==> src/rtl/tinyalu_arbiter.sv <==
// Shares one TinyALU between N_REQ valid/ready requesters and returns id-tagged results.
// Build option: define TINYALU_ARB_FIXED_PRIO_EN for fixed lowest-index-wins priority.
module tinyalu_arbiter #(
  parameter  int N_REQ   = 4,
  parameter  int TIMEOUT = 255,
  localparam int IDW     = $clog2(N_REQ)
) (
  input  logic                 clk,
  input  logic                 reset,
  input  logic [N_REQ-1:0]     req_valid,
  output logic [N_REQ-1:0]     req_ready,
  input  logic [8*N_REQ-1:0]   req_a,
  input  logic [8*N_REQ-1:0]   req_b,
  input  logic [3*N_REQ-1:0]   req_op,
  output logic                 rsp_valid,
  output logic [IDW-1:0]       rsp_id,
  output logic [15:0]          rsp_result,
  output logic                 rsp_error,
  output logic [7:0]           alu_a,
  output logic [7:0]           alu_b,
  output logic [2:0]           alu_op,
  output logic                 alu_start,
  input  logic                 alu_done,
  input  logic [15:0]          alu_result
);

  typedef enum logic [1:0] {IDLE, BUSY, RESP} state_t;

  typedef struct packed {
    logic [7:0] a;
    logic [7:0] b;
    logic [2:0] op;
  } cmd_t;

  state_t                  state;
  cmd_t                    alu_cmd;
  logic [IDW-1:0]          cur_id;
  logic [15:0]             cnt;
  logic [16:0]             cnt_nxt;
  logic                    grant_any;
  logic [IDW-1:0]          grant_id;
  logic [IDW-1:0]          sel;
  logic [2:0]              sel_op;
  logic                    go_alu;

  logic [N_REQ-1:0][7:0]   a_v;
  logic [N_REQ-1:0][7:0]   b_v;
  logic [N_REQ-1:0][2:0]   op_v;

  assign a_v  = req_a;
  assign b_v  = req_b;
  assign op_v = req_op;

`ifndef TINYALU_ARB_FIXED_PRIO_EN
  logic [IDW-1:0]          last_grant;
`endif

  // Descending scan: the last hit written is the highest-priority candidate.
  always_comb begin
    grant_any = 1'b0;
    grant_id  = '0;
    sel       = '0;
`ifdef TINYALU_ARB_FIXED_PRIO_EN
    for (int i = N_REQ-1; i >= 0; i--) begin
      sel = IDW'(i);
      if (req_valid[sel]) begin
        grant_any = 1'b1;
        grant_id  = sel;
      end
    end
`else
    for (int i = N_REQ; i >= 1; i--) begin
      sel = (int'(last_grant) + i >= N_REQ) ? IDW'(int'(last_grant) + i - N_REQ)
                                             : IDW'(int'(last_grant) + i);
      if (req_valid[sel]) begin
        grant_any = 1'b1;
        grant_id  = sel;
      end
    end
`endif
  end

  always_comb begin
    req_ready = '0;
    if (state == IDLE && !reset && grant_any) req_ready[grant_id] = 1'b1;
  end

  assign sel_op  = op_v[grant_id];
  assign go_alu  = (sel_op != 3'd0) && (sel_op <= 3'd4);
  assign cnt_nxt = {1'b0, cnt} + 17'd1;

  assign alu_a   = alu_cmd.a;
  assign alu_b   = alu_cmd.b;
  assign alu_op  = alu_cmd.op;

  always_ff @(posedge clk) begin
    if (reset) begin
      state      <= IDLE;
      alu_cmd    <= '0;
      alu_start  <= 1'b0;
      cur_id     <= '0;
      cnt        <= '0;
      rsp_valid  <= 1'b0;
      rsp_id     <= '0;
      rsp_result <= '0;
      rsp_error  <= 1'b0;
`ifndef TINYALU_ARB_FIXED_PRIO_EN
      last_grant <= IDW'(N_REQ-1);
`endif
    end else begin
      rsp_valid <= 1'b0;
      case (state)
        IDLE: begin
          if (grant_any) begin
            cur_id <= grant_id;
            cnt    <= '0;
`ifndef TINYALU_ARB_FIXED_PRIO_EN
            last_grant <= grant_id;
`endif
            if (go_alu) begin
              state     <= BUSY;
              alu_start <= 1'b1;
              alu_cmd   <= '{a: a_v[grant_id], b: b_v[grant_id], op: sel_op};
            end else begin
              // no_op and illegal opcodes answer immediately without touching the ALU
              state      <= RESP;
              rsp_valid  <= 1'b1;
              rsp_id     <= grant_id;
              rsp_result <= '0;
              rsp_error  <= (sel_op > 3'd4);
            end
          end
        end
        BUSY: begin
          cnt <= cnt_nxt[15:0];
          if (alu_done || cnt_nxt == 17'(TIMEOUT)) begin
            state      <= RESP;
            alu_start  <= 1'b0;
            alu_cmd    <= '0;
            rsp_valid  <= 1'b1;
            rsp_id     <= cur_id;
            rsp_result <= alu_done ? alu_result : 16'h0000;
            rsp_error  <= !alu_done;
          end
        end
        RESP:    state <= IDLE;
        default: state <= IDLE;
      endcase
    end
  end

endmodule

==> config.mk <==
export PLATFORM = sky130hd
export DESIGN_NAME = tinyalu_arbiter
export DESIGN_NICKNAME = d
export VERILOG_FILES = /design/src/rtl/tinyalu_arbiter.sv
export SDC_FILE = /design/constraint.sdc
export NUM_CORES = 1
export LEC_CHECK = 0
export CAP_MARGIN = 30
export CORE_ASPECT_RATIO = 1.5
export CORE_MARGIN = 2
export CORE_UTILIZATION = 40
export CTS_CLUSTER_DIAMETER = 200
export CTS_CLUSTER_SIZE = 25
export DETAILED_ROUTE_END_ITERATION = 6
export HOLD_SLACK_MARGIN = 0.1
export PLACE_DENSITY_LB_ADDON = 0.12
export SYNTH_ARGS = -nofsm -noshare
export SYNTH_HDL_FRONTEND = slang
export SYNTH_SLANG_ARGS = --single-unit
==> constraint.sdc <==
create_clock -name clk -period 5.9 [get_ports clk]
set_input_delay 1.18 -clock clk [delete_from_list [all_inputs] [get_ports clk]]
set_output_delay 1.18 -clock clk [all_outputs]
set_load 0.02 [all_outputs]
==> results.tsv, run 1 <==
metric	value	unit
status	finished clean	
start_kind	input pin	
hold_path_class	reg -> reg	
grt_pass1_vias	3211	
cts_root_buf	clkbuf_16	
syn-num-nets	459	
worst-r2r-cell-count	12	
slew_headroom	0.307	
ys_warn_count	0	
ctsResizeCount	0	
rrSetupSlack	2.47	ns
path_max_fanout	12	
min-delay-start	alu_op[1]	
syn_avg_cell_area	9.14	sq um
mostFrequentLayoutCells	142 x clkdlybuf4s50_1, 62 x dfxtp_1, 36 x nand2_1, 32 x nor2_1, 31 x o21ai_0	
place_inst	587	
fp-row-count	40	
cts_buffers	9	
holdPathStages	2	
synthXorXnorAreaFrac	0.0215	
crit_chain	clkdlybuf4s50_1 > mux2_2 > a221oi_4 > buf_4 > and3b_1 > clkdlybuf4s50_1	
min_period	4.80	ns
leakage	1.86	nW
synth_ff_type	dfxtp_1	
slowest_stage	clkdlybuf4s50_1	
tns	0	ns
drc	0	
num_vias	3275	
antenna_found_initial	0	
ys_seq_elements	62	
synth_top_area_cell	dfxtp_1	
die_w	77.8	microns
maxClockFrequency	208	MHz
num-nets-final	595	
fillCellCount	667	
core_area	7960	sq um
r2r_end	rsp_result[1]	
period_share	0.814	
grt_pass1_wl	15000	microns
max-vdd-ir-drop	0.000210	V
dieArea	8910	sq um
dpl.hpwl	7060	microns
synth_compound_area_frac	0.217	
synthCells	357	
holdBufCountCts	0	
finalSetupViolCount	0	
synthTopCellsByArea	dfxtp_1 38%, mux4_2 9.0%, o21ai_0 4.8%	
post_cts_buffers	0	
io_buffers	142	
synth.mux.area_fraction	0.143	
vias_per_cell	5.43	
die_h	115	microns
skew	0.00442	ns
ff_latch_area	1240	sq um
htree_levels	3	
place.gp.congestion	0.871	
synth_top_family_by_area	compound AO/OA/AOI/OAI gates	
clkSinkCount	62	
endpoint_kind	primary output	
synth_async_sr_flop_share	0	
mostFrequentLayoutCell	clkdlybuf4s50_1	
cp_common_cell	clkdlybuf4s50_1	
syn_to_final_growth	56.6	%
synth-edff-count	0	
clock_latency	0.33	ns
drtIter0Drc	154	
grt.overflow.total	0	
drive_gt1_frac	0.0984	
ctsLongestPathBuffers	2	
finalMaxSlewViolations	0	
r2r_start	last_grant[1]	
synth_top_area_frac	0.380	
ant_nets	0	
tritoncts	built	
rsz0062_at_grt	false	
diodes	0	
drt_wl_total	9330	microns
ys_types	52	
drv_cap	0	
initial_core_util	0.410	
hold_viol_final	0	
synth_simple_gate_area_frac	0.165	
max_stage_delay	0.60	ns
wl_per_cell	15.5	microns
grt_max_degree	33	
synthAdderAreaFrac	0.0115	
multi_input_area	1850	sq um
synthesis.area	3260	sq um
min_to	alu_op[1]	
powerDensity	426	nW/um^2
cp.required	4.72	ns
first_pass_iters	4	
tightest_slew	1.03	ns
path_class	in -> out	
crit_arrival	3.62	ns
io_pins	143	
fin_cells	603	
grt_usage	0.214	
yosysSeqAreaShare	0.380	
clk_pin_slew_worst_paths	0.05	ns
==> Yosys cell counts (3+ instances only) <==
cell and n:
a41oi_1 3, inv_1 23, mux2i_1 6, nor4_1 6, mux4_1 3, nand4_1 5
mux4_2 13, a21oi_1 23, and3_1 3, a31oi_1 3, mux2_2 3, nand3_1 9
clkbuf_1 15, a311oi_1 5, xnor2_1 6, nor2_1 32, dfxtp_1 62, a211oi_1 3
nand2_1 36, ha_1 3, a22o_1 16, nor3_1 6, a22oi_1 3, o21ai_0 31
buf_6 3
==> per-layer routing <==
| metal | track usage | vias to the layer above | share of wire |
|---|---|---|---|
| met2 | 0.378 | 145 | 0.52 |
| met1 | 0.234 | 1533 | 0.38 |
| met5 | 0 | - | 0 |
| met4 | 0.0988 | 0 | 0.022 |
| met3 | 0.0631 | 16 | 0.078 |
| li1 | - | 1581 | - |
==> critical path: cells and delay by family <==
kind | cells | cell delay (ns)
buffers and inverters | 3 | 1.39
multiplexers | 1 | 0.32
AO/OA/AOI/OAI | 1 | 0.56
AND/OR/NAND/NOR | 1 | 0.17
==> how the worst max path moves through the flow <==
stage                      start           end  slack, ns
detailed placement  req_valid[3]  req_ready[0]       1.07
global route        req_valid[1]  req_ready[0]       0.93
floorplan           req_valid[3]      alu_a[0]       1.72
CTS                 req_valid[3]  req_ready[0]       1.07
finish              req_valid[3]  req_ready[0]       1.10
global placement    req_valid[3]  req_ready[0]       1.13
==> final cells by class <==
class	instances	share of cell area
Clock buffer	11	0.0475
Clock inverter	5	0.0208
Inverter	23	0.0169
Multi-Input combinational cell	250	0.361
Sequential cell	62	0.243
Tap cell	105	0.0257
Timing Repair Buffer	147	0.285
==> state kept, by name, indices dropped and copies added (netlist names) <==
signal and count:
alu_a 8, alu_b 8, alu_op 3, alu_start 1, cnt 16, cur_id 2
last_grant 2, rsp_error 1, rsp_id 2, rsp_result 16, rsp_valid 1, state 2
==> power by group <==
part	internal, W	switching (W)
logic	0.000443	0.000520
registers	0.000525	0.0000765
clock network	0.000425	0.000186
total	0.00139	0.000783
==> stage by stage <==
stage | util | worst slack [ns] | hold WS, ns | area (sq um) | total power (W)
3_5_place_dp | 0.599 | 1.07 | 0.453 | 4760 | 0.00157
5_1_grt | 0.643 | 0.933 | 0.487 | 5110 | 0.00231
3_3_place_gp | 0.599 | 1.13 | 0.440 | 4760 | 0.00156
2_1_floorplan | - | 1.72 | 0.454 | 3260 | 0.00121
6_report | 0.643 | 1.10 | 0.457 | 5110 | 0.00218
4_1_cts | 0.643 | 1.07 | 0.462 | 5110 | 0.00219
==> kinds of logic after synthesis <==
group | count (synthesis)
fa+ha+maj | 3
flops | 62
xor+xnor | 8
compound gates | 101
simple gates | 113
buf+inv | 45
mux | 25
Note: power is estimated with default switching activity, not from simulation.
==> run 2: changes to the inputs <==
==> constraint.sdc (replaced) <==
create_clock -name clk -period 4.6 [get_ports clk]
set_input_delay 0.92 -clock clk [delete_from_list [all_inputs] [get_ports clk]]
set_output_delay 0.92 -clock clk [all_outputs]
set_load 0.02 [all_outputs]
==> run 2 against run 1 <==
Against the previous run:
- clock skew up 0.0015 ns
- first-iteration DRC count grew 11%
- combinational power is 29% higher
- worst setup slack got worse by 0.59 ns
- cell count up 0.50%
==> results.tsv, run 2 (synthesized netlist as in run 1, its figures left out) <==
metric	value	unit	change
drive_gt1_frac	0.106		was 0.0984
reg.largest.list	cnt: 16 flops, rsp_result: 16 flops		unchanged
max-vdd-ir-drop	0.000278	V	was 0.000210 V
drv_cap	0		unchanged
io_buffers	142		unchanged
num-nets-final	598		was 595
wl_per_cell	15.5	microns	about the same
vias_per_cell	5.40		was 5.43
r2r_start	last_grant[1]		unchanged
syn_to_final_growth	55.8	%	was 56.6%
cp-startpoint	req_valid[1]		was req_valid[3]
initial_core_util	0.410		unchanged
num_vias	3272		was 3,275
grt_pass1_wl	15300	microns	was 15,000 microns
min_period	4.10	ns	
die_h	115	microns	unchanged
die_w	77.8	microns	unchanged
skew	0.00590	ns	was 0.00442 ns
ant_nets	0		unchanged
min-delay-start	alu_op[1]		unchanged
pre_cts_slack	0.523	ns	was 1.07 ns
hold_viol_final	0		unchanged
crit_chain	clkdlybuf4s50_1 > nor2b_1 > a21oi_1 > nor2_1 > a221oi_4 > buf_4 > and3_1 > clkdlybuf4s50_1		was clkdlybuf4s50_1 > mux2_2 > a221oi_4 > buf_4 > and3b_1 > clkdlybuf4s50_1
place.gp.congestion	0.879		was 0.871
dieArea	8910	sq um	unchanged
grt_usage	0.217		was 0.214
rsz0062_at_grt	false		unchanged
holdBufCountCts	0		unchanged
fin_hold_ws	0.456	ns	was 0.457 ns
drt_wl_total	9390	microns	was 9330 microns
period_share	0.890		
cts_root_buf	clkbuf_16		unchanged
clkSinkCount	62		unchanged
io_pins	143		unchanged
cts_buffers	9		unchanged
finalMaxSlewViolations	0		unchanged
endpoint_kind	primary output		unchanged
fp-row-count	40		unchanged
max_stage_delay	0.61	ns	was 0.60 ns
grt_pass1_vias	3261		was 3,211
cp_common_cell	clkdlybuf4s50_1		unchanged
hold_path_class	reg -> reg		unchanged
setup_ws	0.504	ns	was 1.10 ns
fillCellCount	673		was 667
mostFrequentLayoutCells	142 x clkdlybuf4s50_1, 62 x dfxtp_1, 36 x nand2_1, 32 x nor2_1, 31 x o21ai_0		unchanged
dpl.hpwl	7130	microns	was 7060 microns
first_pass_iters	4		unchanged
grt_max_degree	31		was 33
antenna_found_initial	0		unchanged
tns	0	ns	unchanged
leakage	1.85	nW	was 1.86 nW
path_max_fanout	18		was 12
start_kind	input pin		unchanged
status	finished clean		unchanged
drtIter0Drc	171		was 154
clk_pin_slew_worst_paths	0.05	ns	about the same
slew_headroom	0.354		was 0.307
cp.required	3.68	ns	was 4.72 ns
diodes	0		unchanged
slowest_stage	clkdlybuf4s50_1		unchanged
final_cell_area	5090	sq um	was 5110 sq um
tritoncts	built		unchanged
path_class	in -> out		unchanged
grt.overflow.total	0		unchanged
finalSetupViolCount	0		unchanged
post_cts_buffers	0		unchanged
tightest_slew	0.968	ns	was 1.03 ns
core_area	7960	sq um	unchanged
placed_area	4790	sq um	was 4760 sq um
mostFrequentLayoutCell	clkdlybuf4s50_1		unchanged
htree_levels	3		unchanged
drc	0		unchanged
ctsLongestPathBuffers	2		unchanged
clock_latency	0.33	ns	about the same
maxClockFrequency	244	MHz	
ctsResizeCount	0		unchanged
crit_arrival	3.18	ns	was 3.62 ns
powerDensity	528	nW/um^2	was 426 nW/um^2
totalPowerFinal	0.00269	W	was 0.00218 W
-- run 2: cell count changes in the layout (fill, tap and decap cells not counted), sizes merged --
cell,change
bufinv,-2
clkinv,+3
buf,+3
clkbuf,-2
inv,+1
-- run 2: per-layer routing --
| metal | up-vias | routed length (microns) | global-route usage | share of wire |
|---|---|---|---|---|
| met5 | - | 0 | 0 | 0 |
| met1 | 1550 | 3580 | 0.240 | 0.38 |
| met2 | 122 | 5000 | 0.388 | 0.53 |
| met4 | 0 | 126 | 0.0726 | 0.013 |
| met3 | 12 | 679 | 0.0718 | 0.072 |
| li1 | 1588 | - | - | - |
-- run 2: layout make-up --
cell class              instances  area [sq um]  share of cell area
clock buffers                   9           225              0.0443
clock inverters                 7          73.8              0.0145
inverters                      23          86.3              0.0170
multi-input cells             250          1850               0.363
flip-flops and latches         62          1240               0.244
well taps                     105           131              0.0258
repair buffers                150          1480               0.291
-- run 2: stage by stage --
stage,util,cells
after floorplan,-,357
after global placement,0.602,590
after detailed placement,0.602,590
after CTS,0.639,606
after global routing,0.639,606
final,0.639,606
-- run 2: critical path, delay by kind of cell --
family	cells	cell delay (ns)
and+or+nand+nor	3	0.49
buffers and inverters	3	1.39
AOI/OAI and AO/OA	2	0.37
-- run 2: report_power, final --
| part | internal (W) | total, W | leakage [nW] | switching (W) |
|---|---|---|---|---|
| Combinational | 0.000579 | 0.00124 | 1.20 | 0.000663 |
| Sequential | 0.000673 | 0.000775 | 0.505 | 0.000101 |
| Clock | 0.000420 | 0.000669 | 0.146 | 0.000249 |
-- run 2: final timing paths --
check	end	slack (ns)	cells past startpoint
worst max-delay path	req_ready[2]	0.50	8
worst min-delay path	alu_op[1]	0.46	2
worst max register to register	rsp_result[6]	1.46	10
worst min register to register	alu_op[1]	0.46	2
==> run 3: changes to the inputs <==
--- a/config.mk
+++ b/config.mk
@@ -6,9 +6,11 @@
 export NUM_CORES = 1
 export LEC_CHECK = 0
 export CAP_MARGIN = 30
+export CELL_PAD_IN_SITES_DETAIL_PLACEMENT = 0
+export CELL_PAD_IN_SITES_GLOBAL_PLACEMENT = 1
 export CORE_ASPECT_RATIO = 1.5
 export CORE_MARGIN = 2
-export CORE_UTILIZATION = 40
+export CORE_UTILIZATION = 31
 export CTS_CLUSTER_DIAMETER = 200
 export CTS_CLUSTER_SIZE = 25
 export DETAILED_ROUTE_END_ITERATION = 6
==> run 3 against run 2 <==
Against the previous run:
- sequential cell count did not move
- routed wire length is 12% higher
- first-iteration DRC count down 32%
- global-route usage fell by 3.6 points
- maximum frequency up 1.8%
- clock skew shrank 0.00062 ns
- worst setup slack improved by 0.072 ns
==> results.tsv, run 3 (synthesized netlist as in run 1, its figures left out) <==
metric	value	unit	change
skew	0.00528	ns	was 0.00590 ns
vias_per_cell	5.02		was 5.40
die_w	87.8	microns	was 77.8 microns
leakage	1.85	nW	about the same
powerDensity	521	nW/um^2	was 528 nW/um^2
htree_levels	3		unchanged
first_pass_iters	4		unchanged
diodes	0		unchanged
final_cell_area	5120	sq um	was 5090 sq um
core_area	10200	sq um	was 7960 sq um
path_max_fanout	6		was 18
drc	0		unchanged
slew_headroom	0.312		was 0.354
grt_usage	0.181		was 0.217
start_kind	input pin		unchanged
tritoncts	built		unchanged
totalPowerFinal	0.00267	W	was 0.00269 W
min_period	4.02	ns	was 4.10 ns
endpoint_kind	primary output		unchanged
num_vias	3225		was 3,272
wl_per_cell	16.3	microns	was 15.5 microns
tightest_slew	1.03	ns	was 0.968 ns
initial_core_util	0.320		was 0.410
maxClockFrequency	249	MHz	was 244 MHz
holdBufCountCts	0		unchanged
io_buffers	142		unchanged
clk_pin_slew_worst_paths	0.05	ns	about the same
rrSetupSlack	1.34	ns	was 1.46 ns
antenna_found_initial	0		unchanged
fin_cells	643		was 606
fp-row-count	45		was 40
grt.overflow.total	0		unchanged
mostFrequentLayoutCells	142 x clkdlybuf4s50_1, 62 x dfxtp_1, 36 x nand2_1, 32 x nor2_1, 31 x o21ai_0		unchanged
num-nets-final	599		was 598
drv_cap	0		unchanged
grt_pass1_wl	15800	microns	was 15,300 microns
io_pins	143		unchanged
drive_gt1_frac	0.108		was 0.106
ctsLongestPathBuffers	2		unchanged
rsz0062_at_grt	false		unchanged
die_h	130	microns	was 115 microns
tns	0	ns	unchanged
drtIter0Drc	117		was 171
max-vdd-ir-drop	0.000267	V	was 0.000278 V
final_core_util	0.502		was 0.639
post_cts_buffers	0		unchanged
path_class	in -> out		unchanged
hold_path_class	reg -> reg		unchanged
status	finished clean		unchanged
drt_wl_total	10500	microns	was 9390 microns
place_inst	626		was 590
ctsResizeCount	0		unchanged
grt_pass1_vias	3179		was 3,261
crit_arrival	3.10	ns	was 3.18 ns
mostFrequentLayoutCell	clkdlybuf4s50_1		unchanged
grt_max_degree	27		was 31
cts_root_buf	clkbuf_16		unchanged
period_share	0.875		was 0.890
clkSinkCount	62		unchanged
dpl.hpwl	8050	microns	was 7130 microns
place.gp.congestion	0.849		was 0.879
finalMaxSlewViolations	0		unchanged
finalSetupViolCount	0		unchanged
dieArea	11400	sq um	was 8910 sq um
hold_viol_final	0		unchanged
ant_nets	0		unchanged
cts_buffers	9		unchanged
cp.required	3.68	ns	about the same
clock_latency	0.33	ns	about the same
placed_area	4830	sq um	was 4790 sq um
syn_to_final_growth	56.8	%	was 55.8%
reg.largest.list	cnt: 16 flops, rsp_result: 16 flops		unchanged
run 3: changes by cell type in the layout (fill, tap and decap cells not counted), sizes merged:
cell      before  now
buf            8    9
inv           24   26
clkinvlp       1    2
clkinv         4    2
bufinv         1    0
run 3: power by group:
part / internal, W / switching, W / total [W] / leakage [nW]
sequential: 0.000673 / 0.0000918 / 0.000765 / 0.505
combinational: 0.000583 / 0.000683 / 0.00127 / 1.21
clock: 0.000370 / 0.000267 / 0.000636 / 0.133
run 3: routing by layer:
layer / vias to the layer above / track usage / part of all wire
li1: 1595 / - / -
met2: 88 / 0.332 / 0.53
met1: 1526 / 0.194 / 0.38
met4: 0 / 0.0706 / 0.023
met5: - / 0 / 0
met3: 16 / 0.0465 / 0.066
run 3: layout make-up:
class	instances	area (sq um)
inverters	23	86.3
multi-input cells	250	1850
repair buffers	151	1490
clock buffers	9	225
fillers	966	5070
flip-flops and latches	62	1240
well taps	141	176
clock inverters	7	55.1
run 3: through the flow:
stage               worst slack [ns]  hold WS, ns
CTS                            0.543        0.460
detailed placement             0.446        0.451
global placement               0.585        0.438
finish                         0.576        0.458
floorplan                      0.683        0.454
global route                   0.429        0.483
run 3: final timing paths:
path | startpoint | endpoint | cells after the start
hold / removal | alu_op[2] | alu_op[2] | 2
hold reg to reg | alu_op[2] | alu_op[2] | 2
setup reg to reg | last_grant[1] | rsp_result[5] | 10
setup / recovery | req_valid[3] | req_ready[0] | 7
run 3: critical path, cell delays in order:
cell	delay, ns
clkdlybuf4s50_1	0.54
nor4_1	0.09
buf_4	0.15
or3_1	0.42
nor2_1	0.18
and3b_1	0.18
clkdlybuf4s50_1	0.62
